### src/rtl/servo_motion_sequencer_pkg.sv
// Shared definitions for the servo motion sequencer: PS/2 scan codes,
// decoder state encoding and active-key encoding. The display controller
// imports this package as well.
package servo_motion_sequencer_pkg;

  // Width of the frame counter and pulse arithmetic (room for 20 ms at 25 MHz).
  localparam int PULSE_W = 20;

  // PS/2 set-2 scan codes.
  localparam logic [7:0] SC_EXT   = 8'hE0;  // extended-code prefix
  localparam logic [7:0] SC_BRK   = 8'hF0;  // break (key release) prefix
  localparam logic [7:0] SC_A     = 8'h1C;  // 'A'  -> left
  localparam logic [7:0] SC_D     = 8'h23;  // 'D'  -> right
  localparam logic [7:0] SC_S     = 8'h1B;  // 'S'  -> centre
  localparam logic [7:0] SC_LEFT  = 8'h6B;  // extended arrow left
  localparam logic [7:0] SC_RIGHT = 8'h74;  // extended arrow right

  // Position targets.
  localparam logic [7:0] POS_MIN    = 8'd0;
  localparam logic [7:0] POS_MAX    = 8'd255;
  localparam logic [7:0] POS_CENTRE = 8'd128;

  typedef enum logic [1:0] {
    S_IDLE,
    S_EXT,
    S_BRK,
    S_EXT_BRK
  } dec_state_e;

  typedef enum logic [1:0] {
    KEY_NONE,
    KEY_LEFT,
    KEY_RIGHT
  } key_e;

  // Which steering key a code belongs to; ext says whether E0 preceded it.
  function automatic key_e key_of(input logic [7:0] code, input logic ext);
    if ((!ext && code == SC_A) || (ext && code == SC_LEFT)) return KEY_LEFT;
    if ((!ext && code == SC_D) || (ext && code == SC_RIGHT)) return KEY_RIGHT;
    return KEY_NONE;
  endfunction

  function automatic logic is_centre(input logic [7:0] code, input logic ext);
    return !ext && (code == SC_S);
  endfunction

endpackage

### src/rtl/servo_pwm_gen.sv
// Servo frame generator: free-running frame counter, pulse-width register
// and comparator. The pulse width is only reloaded on the wrap cycle, so a
// frame never carries a runt or stretched pulse.
module servo_pwm_gen
  import servo_motion_sequencer_pkg::*;
#(
  parameter int                 PERIOD_CYC = 500_000,
  parameter logic [PULSE_W-1:0] INIT_PULSE = PULSE_W'(37_544)
) (
  input  logic               clk,
  input  logic               reset_i,
  input  logic               load_i,
  input  logic [PULSE_W-1:0] pulse_i,
  output logic               wrap_o,
  output logic               pwm_o
);

  logic [PULSE_W-1:0] cnt_q;
  logic [PULSE_W-1:0] pulse_q;
  logic               pwm_q;

  assign wrap_o = (cnt_q == PULSE_W'(PERIOD_CYC - 1));
  assign pwm_o  = pwm_q;

  // Frame counter, pulse register and registered (glitch-free) PWM output.
  always_ff @(posedge clk) begin
    // NOTE: registers take non-blocking assignments so every flop samples
    // pre-edge values, independent of statement order.
    if (reset_i) begin
      cnt_q   <= '0;
      pulse_q <= INIT_PULSE;
      pwm_q   <= 1'b0;
    end else begin
      cnt_q <= wrap_o ? '0 : cnt_q + PULSE_W'(1);
      if (load_i) pulse_q <= pulse_i;
      pwm_q <= (cnt_q < pulse_q);
    end
  end

endmodule

### src/rtl/servo_motion_sequencer.sv
// Keyboard-driven servo sequencer: decodes PS/2 make/break sequences into a
// position target and slews the commanded position one unit per PWM frame.
module servo_motion_sequencer
  import servo_motion_sequencer_pkg::*;
#(
  parameter int CLK_HZ     = 25_000_000,
  parameter int PERIOD_CYC = 500_000,
  parameter int MIN_PULSE  = 25_000,
  parameter int STEP_CYC   = 98
) (
  input  logic       clk,
  input  logic       reset,
  input  logic [7:0] scan,
  input  logic       check,
  output logic       Servo_PWM,
  output logic [7:0] pos,
  output logic       busy
);

  localparam logic [PULSE_W-1:0] INIT_PULSE = PULSE_W'(MIN_PULSE + 128 * STEP_CYC);

  // Reject parameter sets whose widest pulse would not fit inside a frame.
  if (PERIOD_CYC > CLK_HZ || MIN_PULSE + 255 * STEP_CYC >= PERIOD_CYC ||
      PERIOD_CYC >= 2 ** PULSE_W) begin : g_bad_params
    $error("servo_motion_sequencer: inconsistent timing parameters");
  end

  dec_state_e         state_q, state_d;
  key_e               key_q, key_d;
  logic [7:0]         target_q, target_d;
  logic [7:0]         pos_q, pos_d;
  logic [PULSE_W-1:0] pulse_next;
  logic               wrap;
  logic               do_make, do_break, is_ext;
  key_e               code_key;

  // Scan-code decoder: prefix tracking plus the make/break command actions.
  always_comb begin
    // NOTE: every output gets a default before any branch, so no path can
    // leave a variable unassigned and infer a latch.
    state_d  = state_q;
    key_d    = key_q;
    target_d = target_q;
    do_make  = 1'b0;
    do_break = 1'b0;
    is_ext   = 1'b0;
    if (check) begin
      unique case (state_q)
        S_IDLE: begin
          if (scan == SC_EXT)      state_d = S_EXT;
          else if (scan == SC_BRK) state_d = S_BRK;
          else                     do_make = 1'b1;
        end
        S_EXT: begin
          if (scan == SC_BRK) state_d = S_EXT_BRK;
          else if (scan != SC_EXT) begin
            do_make = 1'b1;
            is_ext  = 1'b1;
            state_d = S_IDLE;
          end
        end
        S_BRK, S_EXT_BRK: begin
          if (scan != SC_BRK) begin
            do_break = 1'b1;
            is_ext   = (state_q == S_EXT_BRK);
            state_d  = S_IDLE;
          end
        end
      endcase
    end

    code_key = key_of(scan, is_ext);

    if (do_make) begin
      if (code_key == KEY_LEFT) begin
        target_d = POS_MIN;
        key_d    = KEY_LEFT;
      end else if (code_key == KEY_RIGHT) begin
        target_d = POS_MAX;
        key_d    = KEY_RIGHT;
      end else if (is_centre(scan, is_ext)) begin
        target_d = POS_CENTRE;
        key_d    = KEY_NONE;
      end
    end

    // Releasing the key that is currently steering stops where we are.
    if (do_break && code_key != KEY_NONE && code_key == key_q) begin
      target_d = pos_q;
      key_d    = KEY_NONE;
    end
  end

  // One position step per frame toward the target held before any command
  // arriving in the same cycle; the new pulse width follows the new position.
  always_comb begin
    pos_d = pos_q;
    if (wrap) begin
      if (pos_q < target_q)      pos_d = pos_q + 8'd1;
      else if (pos_q > target_q) pos_d = pos_q - 8'd1;
    end
    pulse_next = PULSE_W'(MIN_PULSE) + PULSE_W'(pos_d) * PULSE_W'(STEP_CYC);
  end

  // Decoder, active-key, target and position registers.
  always_ff @(posedge clk) begin
    if (reset) begin
      state_q  <= S_IDLE;
      key_q    <= KEY_NONE;
      target_q <= POS_CENTRE;
      pos_q    <= POS_CENTRE;
    end else begin
      state_q  <= state_d;
      key_q    <= key_d;
      target_q <= target_d;
      pos_q    <= pos_d;
    end
  end

  servo_pwm_gen #(
    .PERIOD_CYC(PERIOD_CYC),
    .INIT_PULSE(INIT_PULSE)
  ) u_pwm (
    .clk    (clk),
    .reset_i(reset),
    .load_i (wrap),
    .pulse_i(pulse_next),
    .wrap_o (wrap),
    .pwm_o  (Servo_PWM)
  );

  assign pos  = pos_q;
  assign busy = (pos_q != target_q);

endmodule
### config.mk
export PLATFORM = sky130hd
export DESIGN_NAME = servo_motion_sequencer
export DESIGN_NICKNAME = d
export VERILOG_FILES = /design/src/rtl/servo_motion_sequencer_pkg.sv /design/src/rtl/servo_pwm_gen.sv /design/src/rtl/servo_motion_sequencer.sv
export SDC_FILE = /design/constraint.sdc
export NUM_CORES = 1
export LEC_CHECK = 0
export ABC_AREA = 1
export CORE_ASPECT_RATIO = 1.75
export CORE_UTILIZATION = 29
export DETAILED_ROUTE_END_ITERATION = 10
export PLACE_DENSITY = 0.55
export SLEW_MARGIN = 15
export SYNTH_ARGS = -nofsm -noshare
export SYNTH_HDL_FRONTEND = slang
export SYNTH_SLANG_ARGS = --single-unit
### constraint.sdc
create_clock -name clk -period 7.43 [get_ports clk]
set_input_delay 1.8575 -clock clk [delete_from_list [all_inputs] [get_ports clk]]
set_output_delay 1.8575 -clock clk [all_outputs]
set_load 0.05 [all_outputs]
# After elaboration in Yosys (flattened, before gate mapping)
# Index checks and enable logic that the tools add are counted.
totals:
  register_bits: 61
  latchBits: 0
  ramBits: 0
  romBits: 0
  output_inout_bits: 10
  memories: 0
classes:
  n_addsub: 4
  multipliers: 1
  n_div: 0
  order_cmp: 3
  n_eq_ne: 20
  n_shift: 0
  n_mux: 36
  bitwise: 0
  reduce_logical: 21
op_table:
  columns: ["op", "n"]
  rows:
  - ["two-way mux 8 bit", 8]
  - ["two-way mux 2 bit", 12]
  - ["adder 20 x 1 -> 20 bit, second input constant", 1]
  - ["equality test 20 x 19 -> 1 bit, second input constant", 1]
  - ["< comparator 20 bit", 1]
  - ["adder 15 x 15 -> 16 bit, first input constant", 1]
  - ["equality test 8 x 5 -> 1 bit, second input constant", 2]
  - ["equality test 8 x 7 -> 1 bit, second input constant", 2]
  - ["equality test 8 bit, second input constant", 2]
  - ["!= test 8 bit, second input constant", 2]
  - ["multiplier 8 x 6 -> 14 bit, second input constant", 1]
  - ["two-way mux 1 bit", 13]
  - ["adder 8 x 1 -> 8 bit, second input constant", 1]
  - ["equality test 8 x 6 -> 1 bit, second input constant", 1]
  - ["> comparator 8 bit", 1]
  - ["< comparator 8 bit", 1]
  - ["!= test 8 bit", 1]
  - ["subtractor 8 x 1 -> 8 bit, second input constant", 1]
  - ["logical AND 1 bit", 7]
  - ["equality test 2 bit, second input constant", 3]
  - ["!= test 3 bit, second input constant", 2]
  - ["case mux 2 bit (3 select lines)", 1]
  - ["OR reduction 2 bit", 3]
  - ["equality test 2 x 1 -> 1 bit, second input constant", 2]
  - ["11 further kinds", 15]

# Depth between registers and ports, before layout
# Gate-level depths: netlist (run 1).
depth:
  depth_word: 17
  mapped_depth: 33
  mapped_depth_nobuf: 33

# By module
# Synthesis (run 1) repeated with hierarchy kept, for this count alone.
unflattened:
  hier_cells: 705
  area_unflattened_um2: 4815.9
modules_own_cells:
  columns: ["mod", "n_inst", "cells_each", "area_each_um2"]
  rows:
  - ["servo_motion_sequencer", 1, 378, 2533.7]
  - ["servo_pwm_gen", 1, 327, 2282.2]

# Worst setup path before layout (run 1)
# Ideal clock, no wire load.
synth_timing:
  path_kind: "reg-to-reg"
  from: "register pos_q[0] (netlist: pos[0])"
  to: "register u_pwm.pulse_q[13]"
  arrival_ns: 5.124
  required_time_ns: 7.294
  setup_slack_ns: 2.170
  path_stages_with_launch: 24
  path_buffers: 0
  period_less_slack_ns: 5.260
  path_cell_list: "dfxtp_1 -> inv_1 -> ha_1 -> nand4_1 -> inv_1 -> nand2_1 -> o221ai_1 -> nand2_1 -> nand2_1 -> inv_1 -> ha_1 -> inv_1 -> fa_1 -> inv_1 -> ha_1 -> ha_1 -> fa_1 -> inv_1 -> nand3_1 -> nand2_1 -> nor2_1 -> inv_1 -> nor3_1 -> o221ai_1"
synth_via:
  elab_chain_len: 6
  elab_cells_between_ends: 9
synth_lines:
  columns: ["item", "line_no", "source"]
  rows:
  - ["from (decl)", "servo_motion_sequencer.sv:31", "logic [7:0] pos_q, pos_d;"]
  - ["from (signal assigned)", "servo_motion_sequencer.sv:116", "pos_q <= pos_d;"]
  - ["subtractor 8 x 1 -> 8 bit or > comparator 8 bit (tied branches)", "servo_motion_sequencer.sv:100", "else if (pos_q > target_q) pos_d = pos_q - 8'd1;"]
  - ["two-way mux 8 bit", "servo_motion_sequencer.sv:100", null]
  - ["two-way mux 8 bit (*)", "servo_motion_sequencer.sv:99", "if (pos_q < target_q) pos_d = pos_q + 8'd1;"]
  - ["two-way mux 8 bit (*)", "servo_motion_sequencer.sv:98", "if (wrap) begin"]
  - ["via pos_d[1]", "servo_motion_sequencer.sv:31", null]
  - ["multiplier 8 x 6 -> 14 bit (*)", "servo_motion_sequencer.sv:102", "pulse_next = PULSE_W'(MIN_PULSE) + PULSE_W'(pos_d) * PULSE_W'(STEP_CYC);"]
  - ["adder 15 x 15 -> 16 bit (*)", "servo_motion_sequencer.sv:102", null]
  - ["to (signal assigned)", "servo_pwm_gen.sv:35", "if (load_i) pulse_q <= pulse_i;"]
  - ["to (decl)", "servo_pwm_gen.sv:19", "logic [PULSE_W-1:0] pulse_q;"]
# The timed path passes the listed nets; every way through them passes the cells marked *.
# A chain may end at the register's enable or synchronous reset.

# Worst setup path after layout (run 1)
# Same ends and word-level chain as after synthesis.

==> summary.txt, run 1 <==
Run status
  • Status: complete, no violations

Route
  • Met2 wire len: 5880 µm
  • Post-detailed-route count of antenna-violating nets: 0
  • Top routing layer used: met4
  • First drt pass iteration count: 4
  • Detail-routed via count per cell: 4.81
  • DR iter-0 viols: 155
  • Met1 Routed Length: 3980 µm
  • Detailed route wirelength on metal3: 290 µm
  • Wirelength per Cell: 12.9 µm
  • Number of design rule violations left after detail routing: 0
  • Detailed-route wire length: 10400 µm
  • Routed via count: 3869

Yosys
  • Share of synthesized area occupied by flip-flops and latches: 0.267
  • Synthesis warning total: 0
  • Post-synthesis average cell area: 6.97 µm²
  • Synthesized net count: 670
  • Cell Area, Synth: 4200 µm²
  • Main flop type after synthesis: sky130_fd_sc_hd__dfxtp_1
  • Number of enable flip-flop cells after synthesis: 0
  • Cell count after synthesis: 603
  • Total of flip-flops plus latches after synthesis: 56
  • Async set-reset flop share out of synthesis: 0
  • Number of distinct library cell variants in the gate-level netlist after synthesis: 42

Setup path
  • Worst Setup Start Kind: flip-flop
  • Cell seen most often among critical-path stages: sky130_fd_sc_hd__nand2_1
  • CP max stage cell: sky130_fd_sc_hd__fa_1
  • Logic depth of the worst setup path including buffers: 29
  • WP data required: 7.59 ns
  • Crit. End Element: flip-flop
  • Setup Crit Path Kind: flip-flop to flip-flop
  • Worst Reg-to-Reg Cells: 29
  • CP Data Arrival Time: 5.24 ns
  • Number of buffers and inverters on the critical path: 7
  • Worst path top cell family by delay: adder cells
  • Maximum single-stage delay on the critical path: 0.52 ns
  • Crit path max fanout: 9

Clock network
  • Post-CTS Repair Setup Buffers: 0
  • Clk Latency, worst-skew pair: 0.30 ns
  • Post-CTS clock slew at the launch and capture registers of the worst setup and hold paths: 0.07 ns
  • CTS root buffer: sky130_fd_sc_hd__clkbuf_16
  • Maximum buffer depth of the clock tree: 2
  • Post-cts sizing count: 0
  • Clock sinks: 56
  • Hold-fix buffers at CTS: 0
  • Deepest level of the CTS H-tree: 2
  • Clock tree from TritonCTS: done
  • Total CTS buffers: 5

Die
  • I/O Pins: 21
  • Die area: 15000 µm²
  • Die Y-Extent: 161 µm
  • Std cell rows: 57
  • Width of the chip: 93 µm
  • Area of the core region: 14000 µm²
  • Starting Density: 0.299

STA
  • Post-route fraction of the period consumed by the critical path: 0.683
  • Worst slew pin tran: 0.678 ns
  • Tmin final: 5.08 ns
  • Number of max-slew violations in the final report: 0
  • Post-Route Skew: 0.00898 ns
  • Setup-failing EPs final: 0
  • Relative max-transition margin: 0.547
  • Unrepaired setup endpoints after global routing: false
  • Worst-case setup margin in the final layout: 2.35 ns
  • Number of hold violations in the final report: 0
  • Post-route setup TNS: 0 ns
  • Fmax achieved: 197 MHz
  • Final worst hold slack: 0.451 ns

Placement
  • IO buf count: 20
  • Number of placed cells counting well taps: 796
  • Detailed Place HPWL: 8400 µm
  • Area post-placement: 4610 µm²
  • Place WS: 2.34 ns
  • Placer Congestion: 0.867

Finish
  • Post-Layout Inst Area: 4780 µm²
  • Area growth from synthesis to layout: 13.6%
  • Antenna diode count: 0
  • Final instance count without filler cells: 804
  • Final core area utilization: 0.340
  • Nets: 693
  • Layout cell share with drive strength beyond 1: 0.0478

Worst hold path
  • Path category of the worst min-delay check: flip-flop to flip-flop
  • Hold Path Cell Cnt: 1

Power
  • Power per unit of standard cell area: 168 nW/µm²
  • Portion of total power attributed to the clock network: 0.339
  • Fraction of power spent switching nets: 0.329
  • Psw: 0.264 mW
  • Internal cell power: 0.537 mW
  • Overall power: 0.802 mW
  • Max VDD drop: 0.0982 mV
  • Sequential cell fraction of total power: 0.404
  • Combinational share of power: 0.257
  • Reported leakage power: 2.21 nW

Global route
  • First-pass GRT wire length: 17500 µm
  • Maximum number of pins on one net before global-route repair: 21
  • Number of global-route vias before repair: 3955
  • Final global-route overflow total: 0
  • Overall routing resource usage: 0.145
  • Number of antenna violations at the first check in global routing: 0

Job
  • Max-capacitance violation count: 0
[layer usage]
| metal | vias to the layer above | track usage |
|---|---|---|
| met1 | 1767 | 0.144 |
| li1 | 2019 | - |
| met2 | 65 | 0.292 |
| met4 | 0 | 0.0566 |
| met5 | - | 0 |
| met3 | 18 | 0.0212 |
[power by group through the flow]
| stage | combinational (mW) | sequential, mW | clock [mW] |
|---|---|---|---|
| 2_1_floorplan | 0.154 | 0.329 | 0 |
| 3_3_place_gp | 0.199 | 0.330 | 0 |
| 3_5_place_dp | 0.204 | 0.330 | 0 |
| 4_1_cts | 0.205 | 0.323 | 0.280 |
| 6_report | 0.206 | 0.324 | 0.272 |
| 5_1_grt | 0.229 | 0.325 | 0.291 |
[synth_stat cells, types with 4 or more instances]
cell | number | area share
sky130_fd_sc_hd__inv_1 | 109 | 0.097
sky130_fd_sc_hd__nand2_1 | 106 | 0.095
sky130_fd_sc_hd__nor2_1 | 75 | 0.067
sky130_fd_sc_hd__dfxtp_1 | 56 | 0.27
sky130_fd_sc_hd__ha_1 | 53 | 0.16
sky130_fd_sc_hd__nand3_1 | 34 | 0.040
sky130_fd_sc_hd__a21oi_1 | 31 | 0.037
sky130_fd_sc_hd__o21ai_0 | 24 | 0.029
sky130_fd_sc_hd__nand4_1 | 18 | 0.027
sky130_fd_sc_hd__xor2_1 | 15 | 0.031
sky130_fd_sc_hd__nor3_1 | 14 | 0.017
sky130_fd_sc_hd__nand2_2 | 5 | 0.0074
sky130_fd_sc_hd__nor2_2 | 5 | 0.0074
sky130_fd_sc_hd__o21a_1 | 5 | 0.0089
sky130_fd_sc_hd__clkbuf_1 | 4 | 0.0036
sky130_fd_sc_hd__o211ai_1 | 4 | 0.0071
sky130_fd_sc_hd__o221ai_1 | 4 | 0.0083
sky130_fd_sc_hd__o31ai_1 | 4 | 0.0071
[worst paths after layout]
check	startpoint	endpoint	slack (ns)
hold reg to reg	u_pwm.cnt_q[0]	u_pwm.cnt_q[0]	0.45
setup reg to reg	pos[0]	u_pwm.pulse_q[13]	2.35
setup / recovery	pos[0]	u_pwm.pulse_q[13]	2.35
hold / removal	u_pwm.cnt_q[0]	u_pwm.cnt_q[0]	0.45
[kinds of logic (layout without fill, tap and decap cells)]
| group | after synthesis | count (layout) | synth area share |
|---|---|---|---|
| AND/OR/NAND/NOR | 270 | 270 | 0.292 |
| buffers and inverters | 115 | 139 | 0.103 |
| AO/OA/AOI/OAI | 90 | 90 | 0.132 |
| adder cells (fa/ha/maj) | 56 | 56 | 0.172 |
| flip-flops | 56 | 56 | 0.267 |
| XOR/XNOR | 16 | 16 | 0.0333 |
[registers in the layout, summed over array words and instances (netlist names)]
register and count:
u_pwm.pulse_q 15, state_q 2, key_q 2, u_pwm.pwm_o 1, u_pwm.cnt_q 20, target_q 8
pos 8
[layout by cell type, fill, tap and decap left out, types with 4 or more instances in the layout]
master,instances
sky130_fd_sc_hd__inv_1,109
sky130_fd_sc_hd__nand2_1,106
sky130_fd_sc_hd__nor2_1,75
sky130_fd_sc_hd__dfxtp_1,56
sky130_fd_sc_hd__ha_1,53
sky130_fd_sc_hd__nand3_1,34
sky130_fd_sc_hd__a21oi_1,31
sky130_fd_sc_hd__o21ai_0,24
sky130_fd_sc_hd__clkdlybuf4s50_1,20
sky130_fd_sc_hd__nand4_1,18
sky130_fd_sc_hd__xor2_1,15
sky130_fd_sc_hd__nor3_1,14
sky130_fd_sc_hd__nor2_2,5
sky130_fd_sc_hd__nand2_2,5
sky130_fd_sc_hd__o21a_1,5
sky130_fd_sc_hd__clkbuf_16,5
sky130_fd_sc_hd__o221ai_1,4
sky130_fd_sc_hd__o31ai_1,4
sky130_fd_sc_hd__o211ai_1,4
[area by class of cell]
| type | count | area [µm²] |
|---|---|---|
| Fill cell | 1486 | 9270 |
| Multi-Input combinational cell | 432 | 2650 |
| Sequential cell | 56 | 1120 |
| Inverter | 110 | 413 |
| Tap cell | 177 | 221 |
| Timing Repair Buffer | 21 | 208 |
| Clock buffer | 6 | 129 |
| Clock inverter | 2 | 35.0 |
Note: power is estimated with default switching activity, not from simulation.
==> run 2: changes to the inputs <==
clock period = 5 ns   (was 7.43 ns; I/O delays follow)
==> run 2 against run 1 <==
Non-clock buffer count is 9 higher. Critical path depth down 3. Largest power group unchanged. Fmax is 9.8% higher. Die area stayed put. Combinational power rose by 57%. Highest routed layer unchanged. Core utilization rose by 0.93 points.
==> summary.txt, run 2 (synthesis gave the netlist of run 1 again) <==
Worst hold path
  • End point of the most critical hold path: u_pwm.pulse_q[8]
  • Hold Path Cell Cnt: 2
  • Path category of the worst min-delay check: flip-flop to flip-flop
  • Worst hold path startpoint: u_pwm.pulse_q[8]

Route
  • Wirelength per Cell: 12.2 µm
  • Post-detailed-route count of antenna-violating nets: 0
  • Routed via count: 3886
  • First drt pass iteration count: 4
  • Detailed-route wire length: 9950 µm
  • Number of design rule violations left after detail routing: 0
  • Detail-routed via count per cell: 4.78
  • DR iter-0 viols: 74

Power
  • Portion of total power attributed to the clock network: 0.313
  • Fraction of power spent switching nets: 0.337
  • Power per unit of standard cell area: 239 nW/µm²
  • Overall power: 1.17 mW
  • Combinational share of power: 0.276
  • Reported leakage power: 2.25 nW
  • Sequential cell fraction of total power: 0.411
  • Max VDD drop: 0.228 mV
  • Internal cell power: 0.777 mW
  • Psw: 0.395 mW

Placement
  • Detailed Place HPWL: 8090 µm
  • IO buf count: 20
  • Placer Congestion: 0.870
  • Area post-placement: 4680 µm²
  • Place WS: 0.0911 ns
  • Number of placed cells counting well taps: 804

Global route
  • Number of global-route vias before repair: 3822
  • Number of antenna violations at the first check in global routing: 0
  • Overall routing resource usage: 0.141
  • Final global-route overflow total: 0
  • First-pass GRT wire length: 17100 µm
  • Maximum number of pins on one net before global-route repair: 21

Finish
  • Final instance count without filler cells: 813
  • Layout cell share with drive strength beyond 1: 0.0896
  • Area growth from synthesis to layout: 16.7%
  • Largest registers: u_pwm.cnt_q (20), u_pwm.pulse_q (15)
  • Nets: 702
  • Filler cell count: 1496
  • Number of flip-flops in the largest register: 20
  • Final core area utilization: 0.349
  • Most common library cell in the layout ignoring fill and taps: sky130_fd_sc_hd__inv_1
  • Antenna diode count: 0
  • Largest register by flop count: u_pwm.cnt_q
  • Post-Layout Inst Area: 4910 µm²
  • Commonest cells after routing, fill and taps aside: sky130_fd_sc_hd__inv_1 (109), sky130_fd_sc_hd__nand2_1 (105), sky130_fd_sc_hd__nor2_1 (72)

Setup path
  • Setup Crit Path Kind: flip-flop to flip-flop
  • Maximum single-stage delay on the critical path: 0.58 ns
  • Crit. End Element: flip-flop
  • Worst R2R Setup Slack: 0.37 ns
  • CP max stage cell: sky130_fd_sc_hd__fa_2
  • Crit Reg-Reg Startpoint: pos[1]
  • WP data required: 5.22 ns
  • Worst Setup Start Kind: flip-flop
  • R2R Path End: u_pwm.pulse_q[13]
  • Worst Reg-to-Reg Cells: 26
  • Crit path max fanout: 9
  • Cell seen most often among critical-path stages: sky130_fd_sc_hd__nand2_1
  • CP Data Arrival Time: 4.84 ns

STA
  • Post-route fraction of the period consumed by the critical path: 0.925
  • Fmax achieved: 216 MHz
  • Number of hold violations in the final report: 0
  • Unrepaired setup endpoints after global routing: false
  • Setup-failing EPs final: 0
  • Final worst hold slack: 0.452 ns
  • Number of max-slew violations in the final report: 0
  • Relative max-transition margin: 0.579
  • Post-Route Skew: 0.00368 ns
  • Worst-case setup margin in the final layout: 0.374 ns
  • Post-route setup TNS: 0 ns
  • Worst slew pin tran: 0.629 ns
  • Tmin final: 4.63 ns

Clock network
  • Clock tree from TritonCTS: done
  • CTS root buffer: sky130_fd_sc_hd__clkbuf_16
  • Post-CTS clock slew at the launch and capture registers of the worst setup and hold paths: 0.07 ns
  • Total CTS buffers: 5
  • Maximum buffer depth of the clock tree: 2
  • Clock sinks: 56
  • Clk Latency, worst-skew pair: 0.30 ns
  • Deepest level of the CTS H-tree: 2
  • Hold-fix buffers at CTS: 0

Die
  • Die area: 15000 µm²
  • Width of the chip: 93 µm
  • Area of the core region: 14000 µm²
  • I/O Pins: 21
  • Std cell rows: 57
  • Starting Density: 0.299
  • Die Y-Extent: 161 µm

Job
  • Max-capacitance violation count: 0

Run status
  • Status: complete, no violations
run 2: cell types whose count changed in the layout (fill, tap and decap cells not counted), sizes merged:
cell / previous run / this run
buf: 1 / 10
clkbuf: 6 / 7
clkinvlp: 0 / 1
bufinv: 1 / 0
clkinv: 2 / 1
run 2: per-layer routing:
layer  wire, µm  global-route usage  vias to the layer above
li1           -                   -                     2034
met1       4000               0.144                     1798
met2       5600               0.284                       39
met3        146              0.0179                       15
met4        195              0.0490                        0
met5          0                   0                        -
run 2: area by class of cell:
| cell class | count | area, µm² | share of cell area |
|---|---|---|---|
| inverter | 110 | 413 | 0.0842 |
| multi-input combinational | 432 | 2710 | 0.553 |
| clock inverter | 1 | 7.51 | 0.00153 |
| sequential | 56 | 1130 | 0.231 |
| clock buffer | 7 | 143 | 0.0291 |
| timing repair buffer | 30 | 275 | 0.0561 |
| tap | 177 | 221 | 0.0451 |
run 2: worst max-delay path: cells and delay by family (launching register included):
family                     cells  cell delay, ns
AOI/OAI and AO/OA              2            0.29
adders and majority gates      6            2.19
buffers and inverters          5            0.32
DFF                            1            0.49
and+or+nand+nor               13            1.26
run 2: repair_timing:
action	in CTS	in global routing
resized for setup	0	14
endpoints found under the setup margin	0	6
setup buffers	0	1
run 2: power by group through the flow:
stage                     sequential, mW  combinational [mW]  clock (mW)
after detailed placement           0.490               0.302           0
final                              0.481               0.323       0.367
after floorplan                    0.488               0.229           0
after global routing               0.483               0.363       0.394
after global placement             0.489               0.296           0
after CTS                          0.480               0.302       0.382
run 2: worst max path at each step:
stage          startpoint  cells past startpoint                end  slack (ns)
4_1_cts            pos[5]                     23  u_pwm.pulse_q[13]        0.07
3_3_place_gp       pos[0]                     32  u_pwm.pulse_q[14]        0.20
5_1_grt            pos[0]                     29  u_pwm.pulse_q[13]        0.03
3_5_place_dp       pos[5]                     22  u_pwm.pulse_q[13]        0.09
6_report           pos[1]                     26  u_pwm.pulse_q[13]        0.37
2_1_floorplan      pos[1]                     22  u_pwm.pulse_q[13]      0.0001
